===== config.mk =====
export PLATFORM = sky130hd
export DESIGN_NAME = fetch_stage
export DESIGN_NICKNAME = d
export VERILOG_FILES = /design/src/rtl/fetch_stage_pkg.sv /design/src/rtl/fetch_stage_fifo.sv /design/src/rtl/fetch_stage.sv
export SDC_FILE = /design/constraint.sdc
export NUM_CORES = 1
export LEC_CHECK = 0
export ABC_AREA = 1
export CORE_UTILIZATION = 38
export DETAILED_ROUTE_END_ITERATION = 10
export GPL_ROUTABILITY_DRIVEN = 0
export GPL_TIMING_DRIVEN = 0
export MAX_ROUTING_LAYER = met4
export PLACE_DENSITY_LB_ADDON = 0.08
export SLEW_MARGIN = 20
export SYNTH_ARGS = -nofsm -noshare
export SYNTH_HDL_FRONTEND = slang
export SYNTH_HIERARCHICAL = 1
export SYNTH_SLANG_ARGS = --single-unit

===== constraint.sdc =====
create_clock -name clk -period 4.3 [get_ports clk]
set_input_delay 0.43 -clock clk [delete_from_list [all_inputs] [get_ports clk]]
set_output_delay 0.43 -clock clk [all_outputs]
set_load 0.02 [all_outputs]

===== src/rtl/fetch_stage_pkg.sv =====
`default_nettype none
// ============================================================================
// Module      : rv32i_type (package)
// Description : Shared types and constants for the RV32I fetch stage.
// Revision    : 1.0 - initial release
// ============================================================================
package rv32i_type;

    typedef logic [31:0] rv32i_word;

    typedef enum logic [0:0] {
        FETCH   = 1'b0,
        DISCARD = 1'b1
    } fetch_state_t;

    typedef struct packed {
        rv32i_word pc;
        rv32i_word instr;
    } fetch_entry_t;

    localparam rv32i_word c_pc_reset = 32'h4000_0060;

endpackage
`default_nettype wire


===== src/rtl/fetch_stage_fifo.sv =====
`default_nettype none
// ============================================================================
// Module      : fetch_fifo
// Description : Small FIFO of {pc, instruction} pairs between fetch and decode.
// Revision    : 1.0 - initial release
// ============================================================================
module fetch_fifo
    import rv32i_type::*;
#(
    parameter int DEPTH = 2
) (
    input  logic                     clk,
    input  logic                     rst,
    input  logic                     push,
    input  fetch_entry_t             push_data,
    input  logic                     pop,
    input  logic                     flush,
    output fetch_entry_t             head,
    output logic                     empty,
    output logic [$clog2(DEPTH):0]   count
);

    localparam int               c_aw    = $clog2(DEPTH);
    localparam logic [c_aw:0]    c_depth = DEPTH[c_aw:0];

    fetch_entry_t    r_mem [DEPTH];
    logic [c_aw:0]   r_wr_ptr;
    logic [c_aw:0]   r_rd_ptr;
    logic            w_full;
    logic            w_push;
    logic            w_pop;

    // Pointers carry one extra bit so full and empty differ only in the MSB.
    assign count  = r_wr_ptr - r_rd_ptr;
    assign empty  = (count == '0);
    assign w_full = (count == c_depth);
    assign w_push = push & ~w_full;
    assign w_pop  = pop & ~empty;
    assign head   = r_mem[r_rd_ptr[c_aw-1:0]];

    always_ff @(posedge clk) begin
        if (!rst) begin
            r_wr_ptr <= '0;
            r_rd_ptr <= '0;
            for (int i = 0; i < DEPTH; i++) begin
                r_mem[i] <= '0;
            end
        end else if (flush) begin
            r_wr_ptr <= '0;
            r_rd_ptr <= '0;
        end else begin
            if (w_push) begin
                r_mem[r_wr_ptr[c_aw-1:0]] <= push_data;
                r_wr_ptr                  <= r_wr_ptr + 1'b1;
            end
            if (w_pop) begin
                r_rd_ptr <= r_rd_ptr + 1'b1;
            end
        end
    end

endmodule
`default_nettype wire


===== src/rtl/fetch_stage.sv =====
`default_nettype none
// ============================================================================
// Module      : fetch_stage
// Description : RV32I instruction fetch: PC, single-outstanding icache reads,
//               redirect handling with stale-response discard, decode FIFO.
// Revision    : 1.0 - initial release
// ============================================================================
module fetch_stage
    import rv32i_type::*;
#(
    parameter logic [31:0] PC_RESET = c_pc_reset,
    parameter int          DEPTH    = 2
) (
    input  logic        clk,
    input  logic        rst,
    output logic        imem_read,
    output logic [31:0] imem_addr,
    input  logic        imem_resp,
    input  logic [31:0] imem_rdata,
    input  logic        redirect_i,
    input  logic [31:0] redirect_pc_i,
    output logic [31:0] instruction_o,
    output logic [31:0] pc_o,
    output logic        valid_o,
    input  logic        ready_i
);

    localparam int            c_aw    = $clog2(DEPTH);
    localparam logic [c_aw:0] c_depth = DEPTH[c_aw:0];

    fetch_state_t   r_state;
    fetch_state_t   w_state_next;
    rv32i_word      r_pc;
    rv32i_word      w_pc_next;
    rv32i_word      r_pc_req;
    rv32i_word      w_pc_aligned;
    logic           r_busy;
    logic           w_busy_next;

    fetch_entry_t   w_head;
    fetch_entry_t   w_push_entry;
    logic           w_empty;
    logic [c_aw:0]  w_count;
    logic [c_aw:0]  w_count_after;
    logic           w_push;
    logic           w_pop;
    logic           w_flush;

    assign w_pc_aligned  = r_pc & ~32'd3;
    assign imem_addr     = r_busy ? r_pc_req : w_pc_aligned;
    assign valid_o       = ~w_empty;
    assign w_pop         = valid_o & ready_i;
    // Occupancy without a push: a push needs an outstanding request, which
    // already keeps imem_read high on its own.
    assign w_count_after = w_count - {{c_aw{1'b0}}, w_pop};
    assign w_push_entry  = '{pc: imem_addr, instr: imem_rdata};
    assign pc_o          = w_head.pc;
    assign instruction_o = w_head.instr;

    always_comb begin
        w_state_next = r_state;
        w_pc_next    = r_pc;
        w_push       = 1'b0;
        w_flush      = 1'b0;
        // A redirect with nothing outstanding suppresses the issue so the
        // next request goes out at the redirected PC.
        imem_read    = rst & (r_busy | ((r_state == FETCH) & ~redirect_i &
                                        (w_count_after < c_depth)));
        w_busy_next  = imem_read & ~imem_resp;

        unique case (r_state)
            FETCH: begin
                if (redirect_i) begin
                    w_flush   = 1'b1;
                    w_pc_next = redirect_pc_i;
                    if (r_busy & ~imem_resp) begin
                        w_state_next = DISCARD;
                    end
                end else if (imem_read & imem_resp) begin
                    w_push    = 1'b1;
                    w_pc_next = imem_addr + 32'd4;
                end
            end
            DISCARD: begin
                if (redirect_i) begin
                    w_flush   = 1'b1;
                    w_pc_next = redirect_pc_i;
                end
                if (imem_resp) begin
                    w_state_next = FETCH;
                end
            end
            default: begin
                w_state_next = FETCH;
            end
        endcase
    end

    always_ff @(posedge clk) begin
        if (!rst) begin
            r_state  <= FETCH;
            r_pc     <= PC_RESET;
            r_pc_req <= PC_RESET;
            r_busy   <= 1'b0;
        end else begin
            r_state <= w_state_next;
            r_pc    <= w_pc_next;
            r_busy  <= w_busy_next;
            if (imem_read & ~r_busy) begin
                r_pc_req <= w_pc_aligned;
            end
        end
    end

    fetch_fifo #(
        .DEPTH (DEPTH)
    ) u_fifo (
        .clk       (clk),
        .rst       (rst),
        .push      (w_push),
        .push_data (w_push_entry),
        .pop       (w_pop),
        .flush     (w_flush),
        .head      (w_head),
        .empty     (w_empty),
        .count     (w_count)
    );

endmodule
`default_nettype wire


==> qor.txt <==
Area Growth Syn to Fin = 27.1%
final wirelength = 27700 um
crit share post-route = 88.4%
initial core utilization = 39.0%
vias per cell = 4.81
PwrDens = 345 nW/um^2
# diodes = 0
relative slew slack = 54.5%
post-synth top area share = 38.8%
first-pass GRT wire length = 42900 um
Post-CTS Hold Fix Bufs = 0
cts bufs inserted = 17
Layout Utilization = 49.6%
Clock Pin Slew Worst Setup and Hold Paths = 80 ps
leakage power = 4.90 nW
DP HPWL = 20100 um
Post-DRT Antenna Nets = 0
crit path from = u_fifo/r_wr_ptr[0]
setup bufs post-CTS = 0
reg2reg path depth = 18
top post-synthesis cells by count = nand2_1 (255), nor2_1 (180), edfxtp_1 (128), inv_1 (122), o21ai_0 (70)
clock latency on the worst-skew pair = 440 ps
ranking of synthesized cells by area = edfxtp_1 (39%), dfxtp_1 (14%), nand2_1 (9.7%)
maximum vdd drop = 0.000236 V
root buffer cell = clkbuf_16
cell area after synthesis = 9900 sq um
largest net degree at the start of global routing = 43
Synth area leader = edfxtp_1
final setup fails = 0
CTS Sinks = 195
first drt pass iteration count = 5
starting DRC count in detailed routing = 601
Distinct cells, synth = 37
Final Skew = 12.7 ps
outcome = finished, final reports clean
initial antenna violation count = 0
synthesized flop and latch total = 195
top-count cell post-synth = nand2_1
Crit. End Element = flip-flop
htree depth = 4
Fin Setup TNS = 0 ps
syn_area_per_cell = 8.72 sq um
RSZ-0062 raised after global routing = false
worst hold slack = 475 ps
Required @ worst endpoint = 4420 ps
measured slew at the worst slew-check pin = 677 ps
predominant post-synthesis flop cell = edfxtp_1
# resized after CTS = 0
min-delay src = r_pc_req[31]
f_max = 0.263 GHz
Post-synth EDFFs = 128
layout cells sized above 1 = 16.8%
core area = 25400 sq um
MaxCap Viol Count = 0
Hold Crit Class = reg2reg
fin crit period = 3800 ps
IO Pins = 167
CP Class = reg2reg
R2R Path Start = u_fifo/r_wr_ptr[0]
asr flop ratio synth = 0%
Max clock buf depth = 2
hold depth = 2
vias in the first global route = 7768
Critical-path top delay cell = dfxtp_1
Tot Pwr = 4.35 mW
CP arrival = 3920 ps
WL/cell = 16.6 um
sequential share of the synthesized area = 52.4%
CTS tree = done
CP peak stage delay = 420 ps
drc violations = 0
Cell Rows = 58
vias = 8010
Die ar. = 26700 sq um
fin. max-slew vios = 0
DIE WIDTH = 163 um
fill cell count = 2458
Fin. Hold Viols = 0
Mapped Cells = 1136
Port Buf Inserts = 162
synth warn = 6
crit-path max FO = 35
worst-path cell chain = inv_1 -> ha_1 -> nand3_1 -> inv_1 -> inv_1 -> nand3_1 -> nand2_1 -> nand3_1 -> nand2_1 -> nand4_2 -> nor2_1 -> nand2_1 -> inv_2 -> nand3_2 -> buf_6 -> buf_6 -> nand2_4 -> buf_12
global-route usage over all layers = 22.0%
GR Overflow Total = 0
nets@finish = 1393
die height = 163 um
startpoint types = flip-flop
## metrics by stage
step / setup slack, ps / area [sq um] / instances
6_report: 500 / 12600 / 1664
5_1_grt: 221 / 12600 / 1664
4_1_cts: 487 / 12600 / 1664
3_5_place_dp: 500 / 12000 / 1633
3_3_place_gp: -1240 / 11900 / 1631
2_1_floorplan: 182 / 9910 / 1139
## state kept, by name (all words and copies together) (netlist names), named ones only
name and flops:
r_state 1, u_fifo/r_mem 128, r_pc 30, r_busy 1, u_fifo/r_rd_ptr 2, r_pc_req 30
u_fifo/r_wr_ptr 2
## worst max-delay path, delay by kind of cell (launching register included)
family                   cells  cell delay [ps]
buffers and inverters        7             1000
flip-flops                   1              420
adder cells (fa/ha/maj)      1              350
AND/OR/NAND/NOR             10             1690
## metal layers
| metal | vias up | share of wire (%) | track usage [%] |
|---|---|---|---|
| met3 | 33 | 5.3 | 2.51 |
| li1 | 4030 | - | - |
| met2 | 245 | 48 | 36.5 |
| met4 | 0 | 1.6 | 6.20 |
| met1 | 3702 | 45 | 28.3 |
| met5 | - | 0 | - |
## cell families after synthesis
| kind of cell | after synthesis | share of synthesized area (%) |
|---|---|---|
| xor+xnor | 2 | 0.177 |
| mux | 64 | 7.28 |
| other cells | 1 | 0.0379 |
| buf+inv | 181 | 8.63 |
| simple gates | 574 | 25.2 |
| compound gates | 117 | 6.12 |
| flops | 195 | 52.4 |
| fa+ha+maj | 2 | 0.253 |
## final timing paths
path / end / slack (ps)
hold reg to reg: r_pc_req[31] / 470
setup / recovery: u_fifo/r_mem[1][36] / 500
hold / removal: r_pc_req[31] / 470
setup reg to reg: u_fifo/r_mem[1][36] / 500
## cell usage in the layout, fill, tap and decap left out, types with 3 or more instances in the layout
master,synthesis,final
nand2_1,255,253
nor2_1,180,180
clkdlybuf4s50_1,0,162
edfxtp_1,128,128
inv_1,122,122
o21ai_0,70,70
dfxtp_1,67,67
mux2_2,64,64
nand3_1,52,52
nand2_2,37,37
a21oi_1,34,34
nor2_2,25,25
buf_2,17,17
clkbuf_16,0,17
buf_6,16,16
clkbuf_1,14,14
or2_2,7,7
o21ai_1,6,6
nand2_4,3,5
inv_8,0,5
buf_4,4,4
nor2_4,4,4
conb_1,1,4
clkinv_4,0,4
inv_2,3,3
nand3b_1,3,3
a21oi_2,3,3
inv_6,0,3
nand3_2,3,3
## where the power goes
group | internal (mW) | total [mW] | leakage [nW] | switching [mW]
clock | 0.777 | 1.57 | 0.284 | 0.793
sequential | 2.08 | 2.12 | 1.86 | 0.0386
combinational | 0.259 | 0.660 | 2.76 | 0.402
total | 3.12 | 4.35 | 4.90 | 1.23
## area by class of cell
type	instances	area, sq um	area share, %
plain buffers	53	372	2.95
clock inverters	14	150	1.19
flip-flops and latches	195	5180	41.2
clock buffers	17	425	3.38
well taps	330	413	3.28
inverters	128	483	3.84
repair buffers	164	1670	13.3
multi-input cells	763	3890	30.9
(Power assumes the default switching activity.)
